$ cat config.mk
export PLATFORM = sky130hd
export DESIGN_NAME = piezo_alert_seq
export DESIGN_NICKNAME = d
export VERILOG_FILES = /design/src/rtl/piezo_alert_seq.sv
export SDC_FILE = /design/constraint.sdc
export NUM_CORES = 1
export LEC_CHECK = 0
export CAP_MARGIN = 25
export CORE_MARGIN = 4
export CORE_UTILIZATION = 52
export DETAILED_ROUTE_END_ITERATION = 6
export HOLD_SLACK_MARGIN = 0.15
export PLACE_DENSITY = 0.68
export SYNTH_ARGS = -nofsm -noshare
export SYNTH_HDL_FRONTEND = slang
export SYNTH_SLANG_ARGS = --single-unit
export TNS_END_PERCENT = 50
$ cat constraint.sdc
create_clock -name clk -period 2.12 [get_ports clk]
set_input_delay 0.212 -clock clk [delete_from_list [all_inputs] [get_ports clk]]
set_output_delay 0.212 -clock clk [all_outputs]
set_load 0.02 [all_outputs]
$ cat src/rtl/piezo_alert_seq.sv
// Prioritised piezo alert sequencer: per-mode tone pitch and beep on/off cadence,
// immediate escalation, de-escalation at pattern boundaries. Optional PIEZO_MUTE_EN adds a mute input.
module piezo_alert_seq #(
  parameter int unsigned DIV_W     = 16,
  parameter int unsigned DUR_W     = 26,
  parameter int unsigned NORM_HALF = 33333,
  parameter int unsigned BATT_HALF = 16667,
  parameter int unsigned OVR_HALF  = 8333,
  parameter int unsigned NORM_ON   = 16777216,
  parameter int unsigned NORM_OFF  = 50331648,
  parameter int unsigned OVR_ON    = 16777216,
  parameter int unsigned OVR_OFF   = 16777216,
  parameter int unsigned BOTH_ON   = 8388608,
  parameter int unsigned BOTH_OFF  = 8388608
) (
  input  logic       clk,
  input  logic       rst_n,
  input  logic       norm_mode,
  input  logic       ovr_spd,
  input  logic       batt_low,
`ifdef PIEZO_MUTE_EN
  input  logic       mute,
`endif
  output logic       piezo,
  output logic       piezo_n,
  output logic [2:0] active_mode,
  output logic       beep_on
);

  if (NORM_HALF < 1 || (NORM_HALF >> DIV_W) != 0) $error("NORM_HALF out of range");
  if (BATT_HALF < 1 || (BATT_HALF >> DIV_W) != 0) $error("BATT_HALF out of range");
  if (OVR_HALF  < 1 || (OVR_HALF  >> DIV_W) != 0) $error("OVR_HALF out of range");
  if (NORM_ON   < 1 || (NORM_ON   >> DUR_W) != 0) $error("NORM_ON out of range");
  if (NORM_OFF  < 1 || (NORM_OFF  >> DUR_W) != 0) $error("NORM_OFF out of range");
  if (OVR_ON    < 1 || (OVR_ON    >> DUR_W) != 0) $error("OVR_ON out of range");
  if (OVR_OFF   < 1 || (OVR_OFF   >> DUR_W) != 0) $error("OVR_OFF out of range");
  if (BOTH_ON   < 1 || (BOTH_ON   >> DUR_W) != 0) $error("BOTH_ON out of range");
  if (BOTH_OFF  < 1 || (BOTH_OFF  >> DUR_W) != 0) $error("BOTH_OFF out of range");

  localparam logic [DIV_W-1:0] NORM_HALF_M1 = DIV_W'(NORM_HALF - 1);
  localparam logic [DIV_W-1:0] BATT_HALF_M1 = DIV_W'(BATT_HALF - 1);
  localparam logic [DIV_W-1:0] OVR_HALF_M1  = DIV_W'(OVR_HALF - 1);
  localparam logic [DUR_W-1:0] NORM_ON_M1   = DUR_W'(NORM_ON - 1);
  localparam logic [DUR_W-1:0] NORM_OFF_M1  = DUR_W'(NORM_OFF - 1);
  localparam logic [DUR_W-1:0] OVR_ON_M1    = DUR_W'(OVR_ON - 1);
  localparam logic [DUR_W-1:0] OVR_OFF_M1   = DUR_W'(OVR_OFF - 1);
  localparam logic [DUR_W-1:0] BOTH_ON_M1   = DUR_W'(BOTH_ON - 1);
  localparam logic [DUR_W-1:0] BOTH_OFF_M1  = DUR_W'(BOTH_OFF - 1);

  typedef enum logic [1:0] {S_IDLE, S_ON, S_OFF} state_t;

  state_t           state, state_nxt;
  logic [2:0]       req, mode_nxt;
  logic             phase_start, drive, tone;
  logic [DUR_W-1:0] dur, on_lim, off_lim;
  logic [DIV_W-1:0] div, half_lim;

  assign req = (ovr_spd && batt_low) ? 3'd4 :
               ovr_spd               ? 3'd3 :
               batt_low              ? 3'd2 :
               norm_mode             ? 3'd1 : 3'd0;

  // NOTE: every always_comb output gets a default first so no path can infer a latch.
  always_comb begin : limits
    half_lim = NORM_HALF_M1;
    on_lim   = NORM_ON_M1;
    off_lim  = NORM_OFF_M1;
    unique case (active_mode)
      3'd2:    half_lim = BATT_HALF_M1;
      3'd3:    begin half_lim = OVR_HALF_M1; on_lim = OVR_ON_M1;  off_lim = OVR_OFF_M1;  end
      3'd4:    begin half_lim = OVR_HALF_M1; on_lim = BOTH_ON_M1; off_lim = BOTH_OFF_M1; end
      default: ;
    endcase
  end

  // active_mode is 0 whenever IDLE, so the escalation test also covers IDLE -> ON.
  always_comb begin : next_state
    state_nxt   = state;
    mode_nxt    = active_mode;
    phase_start = 1'b0;
    if (req > active_mode) begin
      state_nxt   = S_ON;
      mode_nxt    = req;
      phase_start = 1'b1;
    end else begin
      unique case (state)
        S_ON: if (dur == on_lim) begin
          state_nxt   = S_OFF;
          phase_start = 1'b1;
        end
        S_OFF: if (dur == off_lim) begin
          state_nxt   = (req == 3'd0) ? S_IDLE : S_ON;
          mode_nxt    = req;
          phase_start = 1'b1;
        end
        default: ;
      endcase
    end
  end

  always_comb begin : outputs
    beep_on = (state == S_ON);
`ifdef PIEZO_MUTE_EN
    drive   = tone && (state == S_ON) && !(mute && active_mode != 3'd4);
`else
    drive   = tone && (state == S_ON);
`endif
  end

  // NOTE: sequential state uses non-blocking assignments so every register samples pre-edge values.
  always_ff @(posedge clk) begin : state_reg
    if (!rst_n) begin
      state       <= S_IDLE;
      active_mode <= 3'd0;
      dur         <= '0;
      div         <= '0;
      tone        <= 1'b0;
      piezo       <= 1'b0;
      piezo_n     <= 1'b1;
    end else begin
      state       <= state_nxt;
      active_mode <= mode_nxt;
      dur         <= (phase_start || state_nxt == S_IDLE) ? '0 : dur + 1'b1;
      // Tone only runs while staying in ON; any entry to ON starts it from a clean low half.
      if (state_nxt != S_ON || phase_start) begin
        div  <= '0;
        tone <= 1'b0;
      end else if (div == half_lim) begin
        div  <= '0;
        tone <= ~tone;
      end else begin
        div  <= div + 1'b1;
      end
      piezo   <= drive;
      piezo_n <= ~drive;
    end
  end

endmodule

==> results_dict.tcl <==
set metrics [dict create \
    drive_above_1_share_pct 34.75 \
    crit_path_max_fanout 7 \
    die_x_um 81.22 \
    holdPathEnd "piezo_n$_SDFF_PN1_" \
    fill_cells 403 \
    port_buffers 10 \
    hold_start "tone$_SDFFE_PP0P_" \
    worst_slew_pin_slew_ps 398.0 \
    clkTransAtPathRegs_ps 90 \
    reg.largest.list "dur: 26 flops, div: 16 flops, active_mode: 3 flops" \
    end_kind "flip-flop" \
    largest-register "dur" \
    avgRoutedWirePerCell_um 15.38 \
    coreArea_sq_um 5140 \
    ant_nets 0 \
    fin_ws_ps -83.01 \
    route.detailed.drc 0 \
    ir_drop_v 0.0004913 \
    overflow 0 \
    place_worst_setup_slack_ps -460.4 \
    multi_input_area_sq_um 1858 \
    status "finished with violations" \
    hold_viol 0 \
    synth_flop_cell "dfxtp_1" \
    combPwrFrac_pct 37.6 \
    clock-sinks 50 \
    drtPass1Iterations 4 \
    fp.dieArea_sq_um 6597 \
    synth_cells 292 \
    p_seq_share_pct 39.4 \
    dp_hpwl_um 4161 \
    first_iter_violations 153 \
    p_int_w 0.001684 \
    ff_latch_area_sq_um 1011 \
    antenna_found_initial 0 \
    clockBufferDepth 2 \
    period_share_pct 103.9 \
    synth_top_cell_by_area "dfxtp_1" \
    synth_common_cells "dfxtp_1 (50), nand2_1 (21), nor3_1 (21), xor2_1 (21), a211oi_2 (19)" \
    avgViaCountPerCell 5.623 \
    min_path_cells 1 \
    reg2reg_depth 8 \
    power_frac_clock_pct 22.9 \
    grtUsageTotal_pct 21.90 \
    place.gp.congestion 0.8610 \
    synth_edf_count 0 \
    power.switching_w 0.0008402 \
    synth.cell_area_sq_um 2788 \
    holdCritPathClass "flip-flop to flip-flop" \
    synth.most_common_cell "dfxtp_1" \
    timing.hold.ws_ps 455.6 \
    ys.warnings.count 0 \
    seq_area_frac_synth_pct 35.91 \
    synth_area_leaders "dfxtp_1 (36%), a211oi_2 (8.5%), xor2_1 (6.6%)" \
    finClkSkew_ps 8.041 \
    total_power_w 0.002524 \
    violations "setup timing" \
    start_util_pct 54.24 \
    powerDensity_nw_per_um2 675.6 \
    final-setup-viol-count 40 \
    grt_pass1_vias 2354 \
    largest_reg_flops 26 \
    leakagePower_nw 1.354 \
    diodes 0 \
    drv_slew 0 \
    cp.arrival_ps 2420 \
    clk_latency_ps 300 \
    worst_ep_required_time_ps 2340 \
    row_count 26 \
    cts_inserted_buffers 5 \
    nets 366 \
    ios 11 \
    avgSynthCellArea_sq_um 9.547 \
    fmax_ghz 0.4539 \
    switching_share_pct 33.29 \
    reg2reg_slack_ps -80 \
    ctsHoldBuffers 0 \
    final_area_sq_um 3736 \
    slew_headroom_pct 73.26 \
    grt_max_degree 28 \
    worstSetupPathType "flip-flop to flip-flop" \
    min_period_ps 2203 \
    ys_ff_latch 50 \
    r2r_end "dur[11]$_SDFF_PP0_" \
    rsz0062_at_grt "yes" \
    totalWireLength_um 6519 \
    ys_types 50 \
    area_delta_synth_final_pct 34.02 \
    cts_root_buf "clkbuf_8" \
    grt_pass1_wl_um 11120 \
    placed_cell_area_sq_um 3304 \
    cts_tree "built" \
    dr_total_vias 2384 \
    fp.dieH_um 81.22 \
    reg2reg_from "active_mode[1]$_SDFFE_PN0P_" \
    worstSetupStartpointType "flip-flop" \
    async_flop_share_pct 0 \
    max-cap-violations 0 \
    tns_ps -1557 \
    htreeDepth 2 \
    syn-num-nets 305 \
    synth.top_cell.area_share_pct 35.91 \
]
area by class of cell:
class	count	area share, %
multi-input cells	217	49.73
clock inverters	1	0.1340
well taps	70	2.344
clock buffers	7	2.311
repair buffers	66	17.11
inverters	13	1.306
flip-flops and latches	50	27.06
cell usage in the layout, fill, tap and decap left out, types with 6 or more instances in the layout:
master / count
ha_1: 6
nor2_1: 8
xnor2_1: 18
xor2_1: 21
a211oi_2: 25
nand3_1: 16
nand4_1: 12
clkdlybuf4s50_1: 8
nor3_2: 11
clkbuf_8: 6
dfxtp_1: 44
nor3_4: 6
inv_1: 13
nand2_1: 21
and3_1: 7
buf_4: 44
nor3_1: 6
how the worst max path moves through the flow:
stage	startpoint	slack (ps)	cells after the start	end
4_1_cts	active_mode[1]$_SDFFE_PN0P_	-90	8	dur[21]$_SDFF_PP0_
3_3_place_gp	ovr_spd	-410	10	dur[0]$_SDFF_PP0_
6_report	active_mode[1]$_SDFFE_PN0P_	-80	8	dur[11]$_SDFF_PP0_
5_1_grt	dur[1]$_SDFF_PP0_	-220	9	div[0]$_SDFF_PP0_
2_1_floorplan	dur[0]$_SDFF_PP0_	9	8	dur[18]$_SDFF_PP0_
3_5_place_dp	ovr_spd	-460	10	dur[0]$_SDFF_PP0_
timing repair:
action | CTS | global route
setup endpoints to repair | 47 | 48
cloned | 3 | 1
setup buffers | 8 | 1
pin swaps | 8 | 33
resized for setup | 20 | 29
power groups by stage:
| stage | clock, W | sequential [W] | combinational (W) |
|---|---|---|---|
| final | 0.000579 | 0.000995 | 0.000950 |
| after global routing | 0.000631 | 0.000999 | 0.00101 |
| after CTS | 0.000601 | 0.000993 | 0.000930 |
| after detailed placement | 0 | 0.00101 | 0.000635 |
| after global placement | 0 | 0.00101 | 0.000624 |
| after floorplan | 0 | 0.00102 | 0.000381 |
logic make-up after synthesis:
| kind of cell | after synthesis | synth area share [%] |
|---|---|---|
| multiplexers | 4 | 1.436 |
| buffers and inverters | 25 | 4.803 |
| AO/OA/AOI/OAI | 42 | 14.86 |
| AND/OR/NAND/NOR | 123 | 26.17 |
| adder cells (fa/ha/maj) | 8 | 3.591 |
| XOR/XNOR | 40 | 13.24 |
| flip-flops | 50 | 35.91 |
metal layers:
layer	up-vias	track usage, %	share of wire [%]
met1	1131	26.93	45
met4	0	9.122	2.4
met3	17	3.548	3.1
li1	1197	-	-
met2	39	37.77	49
met5	-	0	0
stage by stage:
step	utilization [%]	cells
after floorplan	-	292
after global placement	64.29	406
after detailed placement	64.29	406
after CTS	70.76	425
after global routing	72.69	424
final	72.69	424
critical path, stage by stage (launching register included):
cell      delay, ps
dfxtp_4         370
or3b_4          430
xnor2_4         170
nand4_1         210
o31ai_4         340
nor3_4           70
buf_6           160
buf_12          150
a211oi_1        210
Note: power is estimated with default switching activity, not from simulation.
